[src/rtl/uvma_debug_req_ctrl.sv]
// Debug-request controller: raises debug_req_o for a command, waits for the core to
// enter and leave debug mode, and reports completion with a status code.
module uvma_debug_req_ctrl #(
    parameter int LEN_W = 8,
    parameter int TMO_W = 16
) (
    input  logic             clk,
    input  logic             reset_n,
    input  logic             cmd_valid,
    output logic             cmd_ready,
    input  logic [LEN_W-1:0] cmd_len,
    input  logic [TMO_W-1:0] cmd_timeout,
    input  logic             abort_i,
    input  logic             debug_mode_i,
    output logic             debug_req_o,
    output logic             busy,
    output logic             done_pulse,
    output logic [1:0]       done_status,
    output logic [15:0]      ok_count
);

    typedef enum logic [2:0] {
        ST_IDLE,
        ST_ASSERT,
        ST_WAIT_ACK,
        ST_WAIT_EXIT,
        ST_DONE
    } state_t;

    typedef enum logic [1:0] {
        STS_OK      = 2'b00,
        STS_TIMEOUT = 2'b01,
        STS_ALREADY = 2'b10,
        STS_ABORTED = 2'b11
    } status_t;

    state_t           state_q, state_d;
    status_t          status_q, status_d;
    logic [LEN_W-1:0] len_r;
    logic [TMO_W-1:0] tmo_r;
    logic [LEN_W-1:0] len_cnt;
    logic [TMO_W-1:0] tmo_cnt;
    logic [LEN_W-1:0] len_inc;
    logic [TMO_W-1:0] tmo_inc;
    logic [15:0]      ok_cnt;
    logic             accept;
    logic             len_hit;
    logic             tmo_hit;
    logic             ok_done;

    assign accept  = (state_q == ST_IDLE) && cmd_valid;
    assign len_inc = len_cnt + LEN_W'(1);
    assign tmo_inc = tmo_cnt + TMO_W'(1);

    // Hits compare the count including the current cycle, so ASSERT lasts exactly
    // cmd_len cycles and the timeout fires on the cmd_timeout-th counted cycle.
    assign len_hit = (len_r != '0) && (len_inc == len_r);
    assign tmo_hit = (tmo_r != '0) && (tmo_inc == tmo_r);
    assign ok_done = (state_q == ST_WAIT_EXIT) && (state_d == ST_DONE) && (status_d == STS_OK);

    always_comb begin
        state_d  = state_q;
        status_d = status_q;
        case (state_q)
            ST_IDLE: begin
                if (cmd_valid) begin
                    if (debug_mode_i) begin
                        state_d  = ST_DONE;
                        status_d = STS_ALREADY;
                    end else begin
                        state_d = ST_ASSERT;
                    end
                end
            end
            ST_ASSERT: begin
                if (abort_i) begin
                    state_d  = ST_DONE;
                    status_d = STS_ABORTED;
                end else if (debug_mode_i) begin
                    state_d = ST_WAIT_EXIT;
                end else if (tmo_hit) begin
                    state_d  = ST_DONE;
                    status_d = STS_TIMEOUT;
                end else if (len_hit) begin
                    state_d = ST_WAIT_ACK;
                end
            end
            ST_WAIT_ACK: begin
                if (abort_i) begin
                    state_d  = ST_DONE;
                    status_d = STS_ABORTED;
                end else if (debug_mode_i) begin
                    state_d = ST_WAIT_EXIT;
                end else if (tmo_hit) begin
                    state_d  = ST_DONE;
                    status_d = STS_TIMEOUT;
                end
            end
            ST_WAIT_EXIT: begin
                if (abort_i) begin
                    state_d  = ST_DONE;
                    status_d = STS_ABORTED;
                end else if (!debug_mode_i) begin
                    state_d  = ST_DONE;
                    status_d = STS_OK;
                end
            end
            ST_DONE: begin
                state_d = ST_IDLE;
            end
            default: begin
                state_d = ST_IDLE;
            end
        endcase
    end

    always_ff @(posedge clk or negedge reset_n) begin
        if (!reset_n) begin
            state_q  <= ST_IDLE;
            status_q <= STS_OK;
        end else begin
            state_q  <= state_d;
            status_q <= status_d;
        end
    end

    always_ff @(posedge clk or negedge reset_n) begin
        if (!reset_n) begin
            len_r   <= '0;
            tmo_r   <= '0;
            len_cnt <= '0;
            tmo_cnt <= '0;
        end else if (accept) begin
            len_r   <= cmd_len;
            tmo_r   <= cmd_timeout;
            len_cnt <= '0;
            tmo_cnt <= '0;
        end else begin
            if (state_q == ST_ASSERT) begin
                len_cnt <= len_inc;
            end
            if ((state_q == ST_ASSERT) || (state_q == ST_WAIT_ACK)) begin
                tmo_cnt <= tmo_inc;
            end
        end
    end

    always_ff @(posedge clk or negedge reset_n) begin
        if (!reset_n) begin
            ok_cnt <= '0;
        end else if (ok_done && (ok_cnt != '1)) begin
            ok_cnt <= ok_cnt + 16'd1;
        end
    end

    assign cmd_ready   = (state_q == ST_IDLE);
    assign busy        = (state_q != ST_IDLE);
    assign debug_req_o = (state_q == ST_ASSERT);
    assign done_pulse  = (state_q == ST_DONE);
    assign done_status = status_q;
    assign ok_count    = ok_cnt;

endmodule

[config.mk]
export PLATFORM = sky130hd
export DESIGN_NAME = uvma_debug_req_ctrl
export DESIGN_NICKNAME = d
export VERILOG_FILES = /design/src/rtl/uvma_debug_req_ctrl.sv
export SDC_FILE = /design/constraint.sdc
export NUM_CORES = 1
export LEC_CHECK = 0
export CAP_MARGIN = 20
export CELL_PAD_IN_SITES_DETAIL_PLACEMENT = 1
export CELL_PAD_IN_SITES_GLOBAL_PLACEMENT = 2
export CORE_MARGIN = 3
export CORE_UTILIZATION = 38
export CTS_CLUSTER_DIAMETER = 120
export DETAILED_ROUTE_END_ITERATION = 7
export GPL_TIMING_DRIVEN = 1
export PLACE_DENSITY_LB_ADDON = 0.12
export SLEW_MARGIN = 20
export SYNTH_ARGS = -nofsm -noshare
export SYNTH_HDL_FRONTEND = slang
export SYNTH_SLANG_ARGS = --single-unit
[constraint.sdc]
create_clock -name clk -period 3.5 [get_ports clk]
set_clock_uncertainty 0.05 [all_clocks]
set_input_delay 0.35 -clock clk [delete_from_list [all_inputs] [get_ports clk]]
set_output_delay 0.35 -clock clk [all_outputs]
set_load 0.01 [all_outputs]
# Yosys cells after proc, flatten, opt, wreduce, memory -nomap -nowiden
# Index checks and enable logic that the tools add are counted.
# word_totals
elab_cells,57
regBits,69
input_bits,29
out_inout_bits,22
# classes
reduce_logical,15
n_addsub,3
eq_ne,8
n_mux,24
# ops
operator,n
$mux W3,11
$add A16 B1 Y16 const B,2
$mux W16,2
$eq A16 B16 Y1,1
$mux W8,2
$ne A16 B16 Y1 const B,1
$reduce_bool A16 Y1,1
$mux W2,7
$pmux W3 S4,1
$add A8 B1 Y8 const B,1
$eq A8 B8 Y1,1
$reduce_bool A8 Y1,1
$eq A3 B2 Y1 const B,2
$eq A3 B3 Y1 const B,2
$logic_and A1 B1 Y1,6
$pmux W2 S3,1
$reduce_bool A2 Y1,2
$eq A3 B1 Y1 const B,1
$logic_not A3 Y1,1
$reduce_bool A3 Y1,1
$logic_not A2 Y1,1
$reduce_or A2 Y1,1
$logic_or A1 B1 Y1,1

# Depth between registers and ports, before layout
# depth
depth_word,12
ltp_mapped,8

# Least setup slack after synthesis
# OpenSTA, ideal clock, no wires.
# synth_timing
kind,reg-to-reg
start,register tmo_cnt[0]
end,register state_q[0]
t_arrival_ps,2016
setup_slack_ps,1295
n_path_buf,0
setup_ps,139
t_required_ps,3311
stages_incl_launch_ff,8
path_cell_list,dfrtp_1 ha_1 xor2_1 a2111oi_0 o31ai_1 a2111oi_2 and4bb_4 o32ai_2
# synth_between
elab_chain_cells,7
elab_cells_between_ends,10
cone_classes,add/sub: 1; eq/ne: 1; mux: 7; reduce/logical: 1
# synth_lines
element,line_no,text
start: declaration,42,logic [TMO_W-1:0] tmo_cnt;
start signal: assignment,143,tmo_cnt <= tmo_inc;
$add A16 B1 Y16 (*),53,assign tmo_inc = tmo_cnt + TMO_W'(1);
$eq A16 B16 Y1 (*),58,assign tmo_hit = (tmo_r != '0) && (tmo_inc == tmo_r);
$logic_and A1 B1 Y1 (*),58,
$mux W3 (on tied branches),"94, 81",
$mux W3 (on tied branches),"92, 79",
$mux W3 (on tied branches),"89, 76",
$pmux W3 S4 (*),64,case (state_q)
named net state_d[0],37,"state_t state_q, state_d;"
end signal: assignment,122,state_q <= state_d;
end: declaration,37,
# Mark *: on every way through the listed nets, which the timed path passes. The rest lies on a longest branch.
# A chain may end at the register's enable or synchronous reset.

# Worst setup path after layout
# layout_timing
start,register state_q[1]
end,output port debug_req_o
# layout_between
elab_chain_cells,1
# layout_lines
element,line_no,text
$eq A3 B1 Y1,158,assign debug_req_o = (state_q == ST_ASSERT);
end: declaration,15,"output logic debug_req_o,"
# No other way between the ends.

==> load_flow_metrics.sql <==
INSERT INTO impl_metrics (metric_group, metric, value, unit) VALUES
('floorplanning', 'die_height', '108', 'um'),
('setup_path', 'ff2ff_setup_slack', '980', 'ps'),
('route', 'wl_met1', '4780', 'um'),
('final_layout', 'final_util', '0.480', ''),
('run_status', 'status', 'completed', ''),
('yosys', 'synth-seq-cells', '69', ''),
('yosys', 'total_nets_after_synthesis', '427', ''),
('timing', 'finalCritPeriodShare', '0.753', ''),
('setup_path', 'crit_required', '3100', 'ps'),
('power', 'share_seq_of_total_power', '0.395', ''),
('global_route', 'grt_antenna_before_repair', '0', ''),
('clock_network', 'clock-sinks', '69', ''),
('route', 'drt_iter0_markers', '106', ''),
('route', 'route.detailed.drc', '0', ''),
('floorplanning', 'floorplan.initialDensity', '0.399', ''),
('timing', 'finalSetupViolCount', '0', ''),
('final_layout', 'finalNetCount', '473', ''),
('worst_hold_path', 'hold_path.class', 'primary input to asynchronous set/reset pin', ''),
('yosys', 'post_synth_instance_area', '3970', 'sq um'),
('global_route', 'grt.total_usage', '0.190', ''),
('power', 'power.switching_fraction', '0.378', ''),
('yosys', 'synth-edff-count', '0', ''),
('clock_network', 'numCtsBuffers', '9', ''),
('power', 'clockPowerShare', '0.212', ''),
('route', 'wl_met2', '5080', 'um'),
('setup_path', 'timing.setup.critical_path_class', 'register to primary output', ''),
('floorplanning', 'fp.coreArea', '9950', 'sq um'),
('floorplanning', 'rows', '36', ''),
('yosys', 'yosys.cell_types.count', '59', ''),
('global_route', 'grt_first_pass_wirelength', '17400', 'um'),
('route', 'vias', '3174', ''),
('setup_path', 'path_max_fanout', '11', ''),
('placed_design', 'place_hpwl', '7340', 'um'),
('timing', 'worst-slew-pin-transition', '920', 'ps'),
('timing', 'post-route-worst-setup-slack', '866', 'ps'),
('final_layout', 'final.fill_count', '1128', ''),
('clock_network', 'tritoncts', 'built', ''),
('route', 'routed_wl', '10300', 'um'),
('final_layout', 'share_of_layout_cells_above_drive_strength_1', '0.143', ''),
('route', 'uppermost_layer_routed', 'met4', ''),
('yosys', 'yosys_warnings', '0', ''),
('yosys', 'synth_top_flop_cell', 'sky130_fd_sc_hd__dfrtp_1', ''),
('floorplanning', 'fp.dieArea', '11700', 'sq um'),
('power', 'vdd_ir_drop_max', '0.000311', 'V'),
('yosys', 'yosysSeqAreaShare', '0.435', ''),
('clock_network', 'cts-root-to-sink-buffers', '2', ''),
('global_route', 'grt_remaining_overflow', '0', ''),
('power', 'leakage', '1.90', 'nW'),
('power', 'p_per_area', '676', 'nW/um^2'),
('final_layout', 'areaGrowthSynthToFinish', '20.4', '%'),
('timing', 'setup-tns-final', '0', 'ps'),
('timing', 'layout_min_cycle_time', '2630', 'ps'),
('power', 'total_power_draw', '3.23', 'mW'),
('flow_run', 'cap_viol_max_count', '0', ''),
('clock_network', 'path_clk_slew', '80', 'ps'),
('clock_network', 'clock_insertion_delay_worst_skew', '350', 'ps'),
('yosys', 'post_synth_inst_count', '395', ''),
('timing', 'hold_viol_final', '0', ''),
('yosys', 'syn_avg_cell_area', '10.1', 'sq um'),
('setup_path', 'rr_worst_depth', '5', ''),
('clock_network', 'cts-resized-gates', '0', ''),
('placed_design', 'pre_cts_setup_slack', '877', 'ps'),
('global_route', 'first_global_vias', '3365', ''),
('clock_network', 'h_tree_level_count', '3', ''),
('setup_path', 'timing.rr.end', 'tmo_r[4]$_DFFE_PN0P_', ''),
('timing', 'unrepaired_setup_endpoints_after_global_routing', 'no', ''),
('route', 'avgViaCountPerCell', '5.48', ''),
('timing', 'clock.fmax', '380', 'MHz'),
('power', 'total_switching_power', '1.22', 'mW'),
('placed_design', 'numPortBuffers', '50', ''),
('route', 'antenna_violating_nets_post_route', '0', '');
==> synth_stat cells, drive strengths merged (2+ instances only) <==
cell type / count / area share
nand2: 35 / 0.033
nand3: 17 / 0.026
o41ai: 2 / 0.0044
or2: 3 / 0.0047
nor2: 29 / 0.027
xnor2: 32 / 0.071
nand2b: 2 / 0.0032
inv: 5 / 0.0047
a31oi: 2 / 0.0032
o21a: 2 / 0.0038
nor4bb: 2 / 0.0050
and4: 6 / 0.014
o211ai: 3 / 0.0057
o22ai: 4 / 0.0063
nor3: 8 / 0.013
a22o: 3 / 0.0066
ha: 3 / 0.0095
a21oi: 15 / 0.019
and3: 7 / 0.011
a2111oi: 2 / 0.0060
o31ai: 4 / 0.0076
clkbuf: 10 / 0.0095
nand4: 7 / 0.015
nor3b: 2 / 0.0050
or3: 3 / 0.0047
nor4: 8 / 0.022
dfrtp: 69 / 0.43
nor2b: 4 / 0.0063
and2: 3 / 0.0047
nand3b: 2 / 0.0038
xor2: 20 / 0.044
mux2: 25 / 0.071
buf: 9 / 0.014
o2111ai: 2 / 0.0044
o21ai: 32 / 0.040
==> worst max-delay path: stages (launching register included) <==
cell	delay [ps]
sky130_fd_sc_hd__dfrtp_1	490
sky130_fd_sc_hd__nand2b_1	200
sky130_fd_sc_hd__nand2b_1	330
sky130_fd_sc_hd__inv_1	270
sky130_fd_sc_hd__clkdlybuf4s50_1	580
==> area by class of cell <==
class	instances	area [sq um]	share of cell area
Clock buffer	11	151	0.0317
Clock inverter	5	58.8	0.0123
Inverter	5	18.8	0.00393
Multi-Input combinational cell	302	2130	0.446
Sequential cell	69	1730	0.361
Tap cell	133	166	0.0348
Timing Repair Buffer	54	526	0.110
==> power groups by stage <==
stage                     clock, mW  combinational (mW)  sequential, mW
after floorplan                   0               0.938            1.18
after global placement            0                1.26            1.29
after detailed placement          0                1.29            1.29
after CTS                     0.715                1.30            1.28
after global routing          0.745                1.42            1.32
final                         0.687                1.27            1.28
==> worst max-delay path by stage <==
stage	cells after the start	slack [ps]	endpoint
after floorplan	7	1290	state_q[0]$_DFF_PN0_
after global placement	7	1020	ok_count[14]$_DFFE_PN0P_
after detailed placement	7	880	ok_count[5]$_DFFE_PN0P_
after CTS	4	820	debug_req_o
after global routing	4	670	debug_req_o
final	4	870	debug_req_o
==> kinds of logic (layout without fill, tap and decap cells) <==
group / Yosys count / after routing / share of synthesized area
AOI/OAI and AO/OA: 78 / 78 / 0.124
muxes: 26 / 26 / 0.0734
DFF: 69 / 69 / 0.435
buffers and inverters: 24 / 75 / 0.0277
xor gates and xnor gates: 53 / 53 / 0.120
adders and majority gates: 3 / 3 / 0.00946
and+or+nand+nor: 142 / 142 / 0.210
==> through the flow <==
stage | cells | hold WS (ps) | cell area [sq um]
2_1_floorplan | 395 | 4.41 | 3970
3_3_place_gp | 563 | 428 | 4570
3_5_place_dp | 563 | 438 | 4570
4_1_cts | 579 | 195 | 4780
5_1_grt | 579 | 226 | 4780
6_report | 579 | 164 | 4780
==> metal layers <==
layer | vias to the layer above | GRT usage
met3 | 11 | 0.0430
li1 | 1516 | -
met5 | - | 0
met4 | 0 | 0.0541
met1 | 1608 | 0.244
met2 | 39 | 0.321
==> cell usage in the layout, fill, tap and decap left out, types with 5 or more instances in the layout <==
master / n
sky130_fd_sc_hd__nand2_1: 35
sky130_fd_sc_hd__o21ai_0: 32
sky130_fd_sc_hd__xnor2_1: 32
sky130_fd_sc_hd__nand3_1: 15
sky130_fd_sc_hd__nor2_1: 29
sky130_fd_sc_hd__nand4_1: 6
sky130_fd_sc_hd__a21oi_1: 15
sky130_fd_sc_hd__inv_1: 5
sky130_fd_sc_hd__xor2_1: 20
sky130_fd_sc_hd__and3_1: 7
sky130_fd_sc_hd__clkbuf_8: 11
sky130_fd_sc_hd__nor4_1: 5
sky130_fd_sc_hd__mux2_2: 25
sky130_fd_sc_hd__nor3_1: 6
sky130_fd_sc_hd__dfrtp_1: 69
sky130_fd_sc_hd__and4_1: 5
sky130_fd_sc_hd__clkdlybuf4s50_1: 49
==> flip-flops by register name, indices dropped and copies added (netlist names) <==
signal	flops
done_status	2
len_cnt	8
len_r	8
ok_count	16
state_q	3
tmo_cnt	16
tmo_r	16
No activity file was read; power rests on OpenSTA's default activity.
